`src/rtl/lvds_align_ctrl.sv`:
```
// lvds_align_ctrl: bit-slip training controller for the 8-lane DDR LVDS ADC
// capture path. It puts the ADC in test-pattern mode, compares assembled
// words against PATTERN, slips the deserializer until the pattern holds for
// MATCH_COUNT consecutive valid words, then reports lock or failure.
// Optional feature macro: LVDS_ALIGN_SWAP_EN. When it is defined, a second
// round of slips is tried with the even/odd byte swap enabled before giving up.
module lvds_align_ctrl #(
  parameter logic [15:0] PATTERN       = 16'hA55A,
  parameter int unsigned SETTLE_CYCLES = 8,
  parameter int unsigned MATCH_COUNT   = 16,
  parameter int unsigned MAX_SLIPS     = 4
) (
  input  logic        clk_out,
  input  logic        rst_n,
  input  logic        start,
  input  logic [15:0] ADC_data,
  input  logic        adc_valid,
  output logic        train_mode,
  output logic        bitslip,
  output logic        swap,
  output logic        busy,
  output logic        locked,
  output logic        fail,
  output logic [3:0]  slip_cnt
);

  typedef enum logic [2:0] {
    IDLE   = 3'd0,
    SETTLE = 3'd1,
    CHECK  = 3'd2,
    SLIP   = 3'd3,
    LOCKED = 3'd4,
    FAIL   = 3'd5
  } state_t;

  localparam logic [7:0] SETTLE_LAST  = 8'(SETTLE_CYCLES - 1);
  localparam logic [7:0] MATCH_LAST   = 8'(MATCH_COUNT - 1);
  localparam logic [3:0] MAX_SLIP_CNT = 4'(MAX_SLIPS);

  state_t     state_q, state_d;
  logic [3:0] slip_cnt_q, slip_cnt_d;
  logic [7:0] match_cnt_q, match_cnt_d;
  logic [7:0] settle_cnt_q, settle_cnt_d;
  logic       train_mode_q, train_mode_d;
  logic       bitslip_q, bitslip_d;
  logic       busy_q, busy_d;
  logic       locked_q, locked_d;
  logic       fail_q, fail_d;
  logic       swap_q, swap_d;

  // Next-state, counter updates and registered-output decode of the next state.
  always_comb begin
    state_d      = state_q;
    slip_cnt_d   = slip_cnt_q;
    match_cnt_d  = match_cnt_q;
    settle_cnt_d = settle_cnt_q;
    swap_d       = swap_q;

    unique case (state_q)
      IDLE, LOCKED, FAIL: begin
        if (start) begin
          state_d      = SETTLE;
          slip_cnt_d   = '0;
          match_cnt_d  = '0;
          settle_cnt_d = '0;
          swap_d       = 1'b0;
        end
      end
      SETTLE: begin
        if (adc_valid) begin
          if (settle_cnt_q == SETTLE_LAST) begin
            settle_cnt_d = '0;
            state_d      = CHECK;
          end else begin
            settle_cnt_d = settle_cnt_q + 8'd1;
          end
        end
      end
      CHECK: begin
        if (adc_valid) begin
          if (ADC_data == PATTERN) begin
            match_cnt_d = match_cnt_q + 8'd1;
            if (match_cnt_q == MATCH_LAST) begin
              state_d = LOCKED;
            end
          end else begin
            match_cnt_d  = '0;
            settle_cnt_d = '0;
            if (slip_cnt_q < MAX_SLIP_CNT) begin
              state_d    = SLIP;
              slip_cnt_d = slip_cnt_q + 4'd1;
            end else begin
`ifdef LVDS_ALIGN_SWAP_EN
              if (!swap_q) begin
                swap_d     = 1'b1;
                slip_cnt_d = '0;
                state_d    = SETTLE;
              end else begin
                state_d = FAIL;
              end
`else
              state_d = FAIL;
`endif
            end
          end
        end
      end
      SLIP: begin
        state_d = SETTLE;
      end
      default: begin
        state_d = IDLE;
      end
    endcase

    if (state_d == FAIL) begin
      swap_d = 1'b0;
    end
`ifndef LVDS_ALIGN_SWAP_EN
    swap_d = 1'b0;
`endif

    busy_d       = (state_d == SETTLE) || (state_d == CHECK) || (state_d == SLIP);
    train_mode_d = busy_d;
    bitslip_d    = (state_d == SLIP);
    locked_d     = (state_d == LOCKED);
    fail_d       = (state_d == FAIL);
  end

  // State, counters and output registers; reset truncates any slip pulse.
  always_ff @(posedge clk_out or negedge rst_n) begin
    if (!rst_n) begin
      state_q      <= IDLE;
      slip_cnt_q   <= '0;
      match_cnt_q  <= '0;
      settle_cnt_q <= '0;
      swap_q       <= 1'b0;
      train_mode_q <= 1'b0;
      bitslip_q    <= 1'b0;
      busy_q       <= 1'b0;
      locked_q     <= 1'b0;
      fail_q       <= 1'b0;
    end else begin
      state_q      <= state_d;
      slip_cnt_q   <= slip_cnt_d;
      match_cnt_q  <= match_cnt_d;
      settle_cnt_q <= settle_cnt_d;
      swap_q       <= swap_d;
      train_mode_q <= train_mode_d;
      bitslip_q    <= bitslip_d;
      busy_q       <= busy_d;
      locked_q     <= locked_d;
      fail_q       <= fail_d;
    end
  end

  assign train_mode = train_mode_q;
  assign bitslip    = bitslip_q;
  assign swap       = swap_q;
  assign busy       = busy_q;
  assign locked     = locked_q;
  assign fail       = fail_q;
  assign slip_cnt   = slip_cnt_q;

endmodule
```
`config.mk`:
```
export PLATFORM = sky130hd
export DESIGN_NAME = lvds_align_ctrl
export DESIGN_NICKNAME = d
export VERILOG_FILES = /design/src/rtl/lvds_align_ctrl.sv
export SDC_FILE = /design/constraint.sdc
export NUM_CORES = 1
export LEC_CHECK = 0
export CAP_MARGIN = 40
export CORE_MARGIN = 2
export CORE_UTILIZATION = 45
export DETAILED_ROUTE_END_ITERATION = 6
export GPL_ROUTABILITY_DRIVEN = 0
export PLACE_DENSITY = 0.71
export SYNTH_ARGS = -nofsm -noshare
export SYNTH_HDL_FRONTEND = slang
export SYNTH_SLANG_ARGS = --single-unit
export TNS_END_PERCENT = 1
```
`constraint.sdc`:
```
create_clock -name clk_out -period 5.62 [get_ports clk_out]
set_clock_uncertainty 0.15 [all_clocks]
set_input_delay 0.843 -clock clk_out [delete_from_list [all_inputs] [get_ports clk_out]]
set_output_delay 0.843 -clock clk_out [all_outputs]
set_load 0.01 [all_outputs]
```
== Yosys cells after proc, flatten, opt, wreduce, memory -nomap -nowiden ==
Index checks and enable logic that the tools add are counted.
Storage, ports and cells
  input port bits: 20
  logic and storage cells: 61
  bits in registers: 27
Operators by class
  $lt $le $gt $ge: 1
  $add $sub $neg: 3
  reductions and logical operators: 9
  equal/unequal tests: 18
  multiplexer cells: 22
Operators by type and width (count)
  $mux 8: 7
  $pmux 8 s3: 1
  $mux 3: 7
  $add 8x1->8 const B: 2
  $eq 16x16->1 const B: 1
  $mux 4: 4
  $pmux 8 s2: 1
  $eq 3x2->1 const B: 4
  $eq 3x3->1 const B: 4
  $pmux 3 s4: 1
  $ne 2x2->1 const B: 5
  $reduce_and 5->1: 2
  $eq 8x3->1 const B: 1
  $eq 8x4->1 const B: 1
  $pmux 4 s2: 1
  $eq 3x1->1 const B: 2
  $add 4x1->4 const B: 1
  $lt 4x3->1 const B: 1
  $logic_not 3->1: 1
  $reduce_and 3->1: 1
  $reduce_bool 3->1: 1
  $reduce_or 3->1: 1
  $logic_or 1x1->1: 2
  $reduce_bool 2->1: 1

== Depth between registers and ports, before layout ==
Gate-level depths: netlist of the first run.
  depth in word-level cells: 8
  mapped depth: 7
  gate-level depth less buffers: 6

== Worst setup path after synthesis of the first run ==
OpenSTA, ideal clock, no wires.
  path kind: input port to flip-flop
  from: input ADC_data[0]
  to: register locked_q (netlist: locked)
  cell stages on the path: 5
  path buffers: 0
  path slack: 3.388 ns
  arrival: 2.014 ns
  library setup time: 0.068 ns
  path through: nor4bb_1 nand4_1 mux2i_1 a21boi_0 and3_1
On the way
  cells in the longest elaborated chain, start to end: 5
RTL lines
  from (decl): line 16  | input logic [15:0] ADC_data,
  $eq 16x16->1: line 81  | if (ADC_data == PATTERN) begin
  $mux 3: line 81
  $mux 3: line 80  | if (adc_valid) begin
  $pmux 3 s4: line 59  | unique case (state_q)
  $eq 3x3->1: line 126  | locked_d = (state_d == LOCKED);
  via locked_d: line 47  | logic locked_q, locked_d;
  to (signal assigned): line 152  | locked_q <= locked_d;
  to (decl): line 47
The timed path passes the listed nets, and every way through them passes these cells.
A chain may end at the register's enable or synchronous reset.

== Worst setup path after layout of the first run ==
  from: input ADC_data[15]
  to: register settle_cnt_q[6]
On the way
  cells in the longest elaborated chain, start to end: 3
RTL lines
  $eq 16x16->1: line 81
  $ne 2x2->1 (no line)
  $reduce_and 5->1 (no line)
  to (signal assigned): line 147  | settle_cnt_q <= settle_cnt_d;
  to (decl): line 43  | logic [7:0] settle_cnt_q, settle_cnt_d;
Every way passes these cells.

==> results of run 1 <==
==> routing by layer <==
metal,GRT usage,vias up,part of all wire
li1,-,634,-
met1,0.2447,568,0.49
met2,0.2842,33,0.44
met3,0.02899,2,0.059
met4,0.04559,0,0.0064
met5,0,-,0
==> placed cells by master, fill, tap and decap left out, types with 4 or more instances in the layout <==
cell             instances
clkdlybuf4s50_1         28
dfrtp_1                 27
o21ai_0                 20
nand3_1                 14
nand2_1                 12
o31ai_1                  9
inv_1                    7
and3_1                   7
nor3_1                   5
nor4bb_1                 4
a21oi_1                  4
nor2_1                   4
==> where the power goes <==
| part | total (uW) | internal [uW] | switching [uW] |
|---|---|---|---|
| registers | 240 | 215 | 24.5 |
| logic | 76.4 | 42.9 | 33.5 |
| clock network | 82.6 | 27.7 | 54.9 |
| total | 399 | 286 | 113 |
==> cell families after synthesis <==
family                   count (synthesis)  share of synthesized area
AND/OR/NAND/NOR                         68                     0.2794
buffers and inverters                   13                    0.04477
multiplexers                             2                    0.01410
flip-flops                              27                     0.4478
adder cells (fa/ha/maj)                  3                    0.02488
AO/OA/AOI/OAI                           43                     0.1808
other                                    1                   0.002485
XOR/XNOR                                 1                   0.005805
==> worst max-delay path: stages <==
cell and delay [ns]:
clkdlybuf4s50_1 0.45, nor4bb_1 0.31, nand4_1 0.49, o2bb2ai_1 0.78, or2_1 0.26, o31ai_1 0.09
==> through the flow <==
stage | cell area, um2 | utilization
after floorplan | 1509 | -
after global placement | 1813 | 0.5520
after detailed placement | 1813 | 0.5520
after CTS | 1839 | 0.5600
after global routing | 1839 | 0.5600
final | 1839 | 0.5600
==> synth_stat cells (3+ instances only) <==
library cell / number / area share
nand2b_1: 3 / 0.012
a21oi_1: 4 / 0.013
nand3_1: 14 / 0.046
o31ai_1: 9 / 0.045
buf_2: 3 / 0.0099
nand2_1: 12 / 0.030
inv_1: 7 / 0.017
nor3_1: 5 / 0.017
dfrtp_1: 27 / 0.45
nor2_1: 4 / 0.0099
nor4bb_1: 4 / 0.027
ha_1: 3 / 0.025
and3_1: 7 / 0.029
o21ai_0: 20 / 0.066
==> layout make-up <==
type,count,area [um2],share of cell area
clock buffers,4,26.28,0.01429
flip-flops and latches,27,675.6,0.3673
inverters,7,26.28,0.01429
repair buffers,29,287.8,0.1565
well taps,46,57.56,0.03129
multi-input cells,118,765.7,0.4163
==> worst min path at each step <==
stage | startpoint | to | depth (start not counted)
floorplan | settle_cnt_q[7]$_DFFE_PN0P_ | settle_cnt_q[7]$_DFFE_PN0P_ | 1
global placement | settle_cnt_q[7]$_DFFE_PN0P_ | settle_cnt_q[7]$_DFFE_PN0P_ | 1
detailed placement | settle_cnt_q[7]$_DFFE_PN0P_ | settle_cnt_q[7]$_DFFE_PN0P_ | 1
CTS | settle_cnt_q[7]$_DFFE_PN0P_ | settle_cnt_q[7]$_DFFE_PN0P_ | 1
global route | settle_cnt_q[7]$_DFFE_PN0P_ | settle_cnt_q[7]$_DFFE_PN0P_ | 1
finish | settle_cnt_q[7]$_DFFE_PN0P_ | settle_cnt_q[7]$_DFFE_PN0P_ | 1
==> state kept, by name, summed over array words and instances (netlist names) <==
register      flops
busy              1
locked            1
state_q           3
match_cnt_q       8
slip_cnt          4
settle_cnt_q      8
fail              1
bitslip           1
==> summary.md, run 1 <==
| Metric | Value |
|---|---|
| Status | complete, no violations |
| PwrDens | 216.8 mW/mm2 |
| Initial antenna violation count | 0 |
| Worst setup path end | settle_cnt_q[6]$_DFFE_PN0P_ |
| Clock latency on the worst-skew pair | 0.32 ns |
| Chip height | 61.91 um |
| VDD IR max | 0.1067 mV |
| 1st-pass router iterations | 4 |
| Final Hold Slack | 0.3557 ns |
| Syn_nets | 181 |
| Post-Place Setup Slack | 2.089 ns |
| Rel. slew slack | 0.4043 |
| Setup violators final | 0 |
| Library cells used by synthesis | 44 |
| Root buffer cell | clkbuf_4 |
| Synth Register Bits | 27 |
| Gr ovfl total | 0 |
| DRC | 0 |
| Critical Path RT | 5.68 ns |
| Synth warnings | 0 |
| Non-filler cells, final | 231 |
| Final worst slack | 2.445 ns |
| Final worst path period share | 0.5649 |
| H-tree depth | 1 |
| DIE WIDTH | 61.91 um |
| Min cycle time layout | 3.175 ns |
| Critical path type | in2reg |
| Die area | 0.003832 mm2 |
| Ys async rst share | 1.000 |
| Worst-Margin Slew | 0.8900 ns |
| Syn-to-layout area delta | 21.89% |
| Cells after synthesis | 158 |
| Final slew viol count | 0 |
| Vias | 1237 |
| Global-route usage over all layers | 0.1751 |
| Worst min path class | reg2reg |
| Nets@finish | 209 |
| CP endpoint kind | register |
| Hold-fix buffers, CTS | 0 |
| Largest net degree at the start of global routing | 28 |
| Sequential share of the synthesized area | 0.4478 |
| CP arrival | 3.23 ns |
| Setup crit start | ADC_data[15] |
| Io pins | 30 |
| RSZ-0062 raised after global routing | no |
| Placed insts | 227 |
| Capture point of the worst reg-to-reg path | match_cnt_q[2]$_DFFE_PN0P_ |
| Fillers | 300 |
| First DRT Iteration DRCs | 47 |
| Drt wl/cell | 13.48 um |
| Hold Fails Final Rpt | 0 |
| Fmax | 0.3150 GHz |
| Synthesized area | 0.001509 mm2 |
| Max-cap violations | 0 |
| CTS resizes | 0 |
| Clk sinks | 27 |
| Leak | 0.0007627 uW |
| Drt via density | 5.355 |
| Final Power | 398.8 uW |
| Core area | 0.003284 mm2 |
| Vias in the first global route | 1114 |
| Total Routed Length | 3115 um |
| Number of port buffers | 28 |
| Setup TNS | 0 ns |
| Rows | 21 |
| R2R depth | 5 |
| Synth Flop Type | dfrtp_1 |
| Layout cells sized above 1 | 0.07568 |
| Clk pin slew, worst setup/hold paths | 0.14 ns |
| CTS tree | done |
| R2R setup slack | 3.31 ns |
| Starting Density | 0.4594 |
| Clk buf depth | 2 |
| Worst flop-to-flop path startpoint | state_q[1]$_DFF_PN0_ |
| Final ANT Viol Nets | 0 |
| First-pass GRT wire length | 4940 um |
| Synthesized area per cell | 9.550 um2 |
| CTS buffer count | 3 |
| Crit-path max FO | 13 |
| Post-CTS setup buffers | 0 |
| Diode count | 0 |
| Post-synth EDFFs | 0 |
| CP Launch Type | primary input |
| Post-DP HPWL | 2341 um |
Note: power is estimated with default switching activity, not from simulation.
==> inputs of run 2 (changes only) <==
==> constraint.sdc (replaced) <==
create_clock -name clk_out -period 3.1 [get_ports clk_out]
set_clock_uncertainty 0.15 [all_clocks]
set_input_delay 0.465 -clock clk_out [delete_from_list [all_inputs] [get_ports clk_out]]
set_output_delay 0.465 -clock clk_out [all_outputs]
set_load 0.01 [all_outputs]
==> summary.md, run 2 (synthesis gave the netlist of run 1 again) <==
| Metric | Value |
|---|---|
| Sequential share of power | 0.592 (-0.009) |
| Placed insts | 231 (+1.8%) |
| Post-DP HPWL | 2419 um (+3.3%) |
| Number of port buffers | 28 (unchanged) |
| Clk sinks | 27 (unchanged) |
| First-pass GRT wire length | 5347 um (+8.2%) |
| Worst flop-to-flop path startpoint | state_q[1]$_DFF_PN0_ |
| Worst min path class | in2async |
| Initial antenna violation count | 0 (unchanged) |
| Io pins | 30 (unchanged) |
| Post-Place Setup Slack | 0.5777 ns (-1.511 ns) |
| Most frequent cells in the layout | 28 x clkdlybuf4s50_1, 27 x dfrtp_1, 20 x o21ai_0 |
| Crit-path max FO | 7 (-6) |
| Hold Fails Final Rpt | 0 (unchanged) |
| 1st-pass router iterations | 4 (unchanged) |
| FF/Latch Area | 675.6 um2 (unchanged) |
| Starting Density | 0.4594 (unchanged) |
| Setup TNS | 0 ns (unchanged) |
| Chip height | 61.91 um (unchanged) |
| Fillers | 301 (+0.33%) |
| Post-layout util | 0.5695 (+0.009524) |
| Status | complete, no violations |
| Root buffer cell | clkbuf_4 |
| Drt via density | 5.668 (+5.8%) |
| Drt wl/cell | 13.80 um (+2.4%) |
| CTS resizes | 0 (unchanged) |
| CP arrival | 2.24 ns (-0.99 ns) |
| Final slew viol count | 0 (unchanged) |
| Final instance area | 0.001871 mm2 (+1.7%) |
| Internal | 518.0 uW (+81%) |
| Final worst slack | 0.9244 ns (-1.521 ns) |
| VDD IR max | 0.1613 mV (+51%) |
| Min cycle time layout | 2.176 ns |
| Comb pwr share | 0.197 (+0.005) |
| Total Routed Length | 3244 um (+4.1%) |
| Clk pin slew, worst setup/hold paths | 0.15 ns (about the same) |
| DRC | 0 (unchanged) |
| DIE WIDTH | 61.91 um (unchanged) |
| RSZ-0062 raised after global routing | no |
| Switch share | 0.2915 (+0.008453) |
| Rel. slew slack | 0.6313 (+0.2269) |
| Critical Path RT | 3.16 ns (-2.52 ns) |
| Commonest non-fill, non-tap cell in the layout | clkdlybuf4s50_1 |
| Placed cell areas | 0.001843 mm2 (+1.7%) |
| Hold-fix buffers, CTS | 0 (unchanged) |
| Fmax | 0.4596 GHz |
| Syn-to-layout area delta | 23.96% |
| CP Launch Type | primary input |
| Rows | 21 (unchanged) |
| Leak | 0.0007827 uW (+2.6%) |
| Largest net degree at the start of global routing | 28 (unchanged) |
| Clock Power Share | 0.211 (+0.004) |
| Setup violators final | 0 (unchanged) |
| Post-CTS setup buffers | 0 (unchanged) |
| Clk buf depth | 2 (unchanged) |
| Critical path type | in2reg |
| CTS tree | done |
| Switching Power | 213.1 uW (+89%) |
| Multi-input gate area | 765.7 um2 (unchanged) |
| Non-filler cells, final | 235 (+1.7%) |
| Capture point of the worst reg-to-reg path | settle_cnt_q[6]$_DFFE_PN0P_ |
| Final worst path period share | 0.7018 |
| R2R depth | 6 (+1) |
| CP endpoint kind | register |
| Core area | 0.003284 mm2 (unchanged) |
| Worst-Margin Slew | 0.5510 ns (-0.3391 ns) |
| Gr ovfl total | 0 (unchanged) |
| Vias in the first global route | 1240 (+11%) |
| Diode count | 0 (unchanged) |
| H-tree depth | 1 (unchanged) |
| Die area | 0.003832 mm2 (unchanged) |
| Layout cells sized above 1 | 0.1005 (+0.02485) |
| First DRT Iteration DRCs | 44 (-6.4%) |
| Clock latency on the worst-skew pair | 0.32 ns (about the same) |
| PwrDens | 390.9 mW/mm2 (+80%) |
| CTS buffer count | 3 (unchanged) |
| Max-cap violations | 0 (unchanged) |
| Vias | 1332 (+7.7%) |
| Nets@finish | 213 (+1.9%) |
| R2R setup slack | 1.00 ns (-2.31 ns) |
| Global-route usage over all layers | 0.1818 (+0.006699) |
| Final ANT Viol Nets | 0 (unchanged) |
run 2: cell types whose count changed in the layout (fill, tap and decap cells not counted), sizes merged:
| cell | delta |
|---|---|
| clkinv | +1 |
| clkbuf | -1 |
| buf | +4 |
run 2: layer usage:
metal  global-route usage  vias up  part of all wire
met5                    0        -                 0
met4              0.04559        0             0.014
met3              0.02692        4             0.059
met2               0.2902       48              0.46
met1               0.2608      633              0.47
li1                     -      647                 -
run 2: metrics by stage:
| stage | power [uW] | hold WS (ns) |
|---|---|---|
| after floorplan | 513.7 | 0.01941 |
| after global placement | 573.2 | 0.3248 |
| after detailed placement | 583.1 | 0.3342 |
| after CTS | 736.8 | 0.3496 |
| after global routing | 773.8 | 0.3700 |
| final | 731.1 | 0.3395 |
run 2: worst max-delay path, stage by stage:
cell	delay, ns
clkdlybuf4s50_1	0.55
a31oi_1	0.23
a2bb2oi_1	0.49
nand2b_1	0.35
o21ai_0	0.15
run 2: cell type report:
cell class / count / area share
multi-input combinational: 118 / 0.4094
timing repair buffer: 33 / 0.1699
tap: 46 / 0.03077
clock inverter: 1 / 0.002676
sequential: 27 / 0.3612
clock buffer: 3 / 0.01204
inverter: 7 / 0.01405
run 2: worst max-delay path by stage:
stage          slack (ns)                    endpoint                        start
2_1_floorplan        1.20            locked$_DFF_PN0_  settle_cnt_q[0]$_DFFE_PN0P_
3_3_place_gp         0.60  match_cnt_q[6]$_DFFE_PN0P_                    adc_valid
3_5_place_dp         0.58  match_cnt_q[6]$_DFFE_PN0P_                    adc_valid
4_1_cts              0.93  match_cnt_q[6]$_DFFE_PN0P_                    adc_valid
5_1_grt              0.74  match_cnt_q[6]$_DFFE_PN0P_                    adc_valid
6_report             0.92  match_cnt_q[2]$_DFFE_PN0P_                    adc_valid
run 2: power by group through the flow:
| stage | Combinational [uW] | Clock [uW] | Sequential (uW) |
|---|---|---|---|
| 3_3_place_gp | 136 | 0 | 437 |
| 6_report | 144 | 155 | 432 |
| 3_5_place_dp | 145 | 0 | 438 |
| 5_1_grt | 165 | 169 | 440 |
| 2_1_floorplan | 82.9 | 0 | 431 |
| 4_1_cts | 145 | 160 | 432 |
==> inputs of run 3 (changes only) <==
==> constraint.sdc (replaced) <==
create_clock -name clk_out -period 2.19 [get_ports clk_out]
set_clock_uncertainty 0.15 [all_clocks]
set_input_delay 0.3285 -clock clk_out [delete_from_list [all_inputs] [get_ports clk_out]]
set_output_delay 0.3285 -clock clk_out [all_outputs]
set_load 0.01 [all_outputs]
==> summary.md, run 3 (synthesis gave the netlist of run 1 again) <==
| Metric | Value |
|---|---|
| Clk pin slew, worst setup/hold paths | 0.15 ns (about the same) |
| Post-DP HPWL | 2655 um (+9.8%) |
| Clk sinks | 27 (unchanged) |
| VDD IR max | 0.3334 mV (+110%) |
| Final slew viol count | 0 (unchanged) |
| DIE WIDTH | 61.91 um (unchanged) |
| CTS resizes | 0 (unchanged) |
| Slowest library cell on the worst path | clkdlybuf4s50_1 |
| Most frequent cells in the layout | 28 x clkdlybuf4s50_1, 27 x dfrtp_1, 20 x o21ai_0 |
| Setup violators final | 0 (unchanged) |
| Post-Place Setup Slack | -0.2006 ns (-0.7782 ns) |
| Final worst slack | 0.1600 ns (-0.7644 ns) |
| RSZ-0062 raised after global routing | no |
| Max-cap violations | 0 (unchanged) |
| First-pass GRT wire length | 5485 um (+2.6%) |
| Nets@finish | 221 (+3.8%) |
| Largest net degree at the start of global routing | 28 (unchanged) |
| Final worst path period share | 0.9270 |
| Worst min path class | in2async |
| Critical Path RT | 2.29 ns (-0.87 ns) |
| Starting Density | 0.4594 (unchanged) |
| Crit-path leading delay family | simple AND/OR/NAND/NOR gates |
| Core area | 0.003284 mm2 (unchanged) |
| Hold Fails Final Rpt | 0 (unchanged) |
| Clk buf depth | 2 (unchanged) |
| Drt wl/cell | 14.48 um (+4.9%) |
| First DRT Iteration DRCs | 52 (+18%) |
| Critical path type | in2reg |
| Commonest non-fill, non-tap cell in the layout | clkdlybuf4s50_1 |
| Vias | 1352 (+1.5%) |
| Number of port buffers | 28 (unchanged) |
| Clock latency on the worst-skew pair | 0.33 ns (about the same) |
| H-tree depth | 1 (unchanged) |
| Hold-fix buffers, CTS | 0 (unchanged) |
| Crit-path cells | clkdlybuf4s50_1 > nor4bb_1 > nand4_1 > buf_4 > nor2_1 > nand2b_1 > o21ai_0 |
| Gr ovfl total | 0 (unchanged) |
| Fmax | 0.4926 GHz |
| Diode count | 0 (unchanged) |
| CP endpoint kind | register |
| Bufs and invs on worst path | 2 (+1) |
| DRC | 0 (unchanged) |
| 1st-pass router iterations | 4 (unchanged) |
| Die area | 0.003832 mm2 (unchanged) |
| Chip height | 61.91 um (unchanged) |
| Root buffer cell | clkbuf_4 |
| Vias in the first global route | 1224 (-1.3%) |
| Post-CTS setup buffers | 0 (unchanged) |
| Status | complete, no violations |
| PwrDens | 541.4 mW/mm2 (+39%) |
| Final ANT Viol Nets | 0 (unchanged) |
| Min cycle time layout | 2.030 ns |
| CP arrival | 2.13 ns (-0.11 ns) |
| CTS buffer count | 3 (unchanged) |
| Global-route usage over all layers | 0.1928 (+0.01099) |
| Final Power | 1045 uW (+43%) |
| Syn-to-layout area delta | 27.86% |
| Max stage delay on crit path | 0.45 ns (-0.10 ns) |
| CTS tree | done |
| Crit-path max FO | 9 (+2) |
| Total Routed Length | 3519 um (+8.5%) |
| Layout cells sized above 1 | 0.1320 (+0.03145) |
| Drt via density | 5.564 (-1.8%) |
| Rows | 21 (unchanged) |
| CP Launch Type | primary input |
| Leak | 0.0008184 uW (+4.6%) |
| Io pins | 30 (unchanged) |
| Initial antenna violation count | 0 (unchanged) |
==> run 3: worst paths after layout <==
| kind | start | to | slack [ns] | cells past startpoint |
|---|---|---|---|---|
| setup / recovery | ADC_data[10] | match_cnt_q[2]$_DFFE_PN0P_ | 0.16 | 7 |
| setup reg to reg | state_q[1]$_DFF_PN0_ | match_cnt_q[2]$_DFFE_PN0P_ | 0.17 | 6 |
| min in group clk_out | settle_cnt_q[7]$_DFFE_PN0P_ | settle_cnt_q[7]$_DFFE_PN0P_ | 0.34 | 1 |
| max in group asynchronous | rst_n | locked$_DFF_PN0_ | 1.43 | 2 |
| hold reg to reg | settle_cnt_q[7]$_DFFE_PN0P_ | settle_cnt_q[7]$_DFFE_PN0P_ | 0.34 | 1 |
| hold / removal | rst_n | settle_cnt_q[3]$_DFFE_PN0P_ | 0.21 | 2 |
==> run 3: cell type report <==
class	instances	area, um2
Sequential cell	27	675.6
Multi-Input combinational cell	118	765.7
Inverter	7	26.28
Tap cell	46	57.56
Timing Repair Buffer	41	377.9
Fill cell	286	1355
Clock buffer	4	26.28
==> run 3: where the power goes <==
| group | internal [uW] | switching [uW] |
|---|---|---|
| logic | 116 | 90.5 |
| clock network | 71.4 | 152 |
| registers | 552 | 62.6 |
| total | 740 | 305 |
==> run 3: per-stage QoR <==
step                  util  setup TNS [ns]  hold slack (ns)  area [um2]  cells
finish              0.5874               0           0.2055        1929    243
global placement    0.5794          -1.140           0.3255        1903    239
CTS                 0.5874               0           0.2077        1929    243
detailed placement  0.5794          -1.898           0.3291        1903    239
global route        0.5874               0           0.2349        1929    243
floorplan                -               0          -0.1171        1509    158
==> run 3: routing by layer <==
metal / global-route usage / vias up / wire [um]
li1: - / 664 / -
met1: 0.2733 / 651 / 1669
met2: 0.3098 / 35 / 1676
met3: 0.02899 / 2 / 158
met4: 0.05167 / 0 / 15
met5: 0 / - / 0
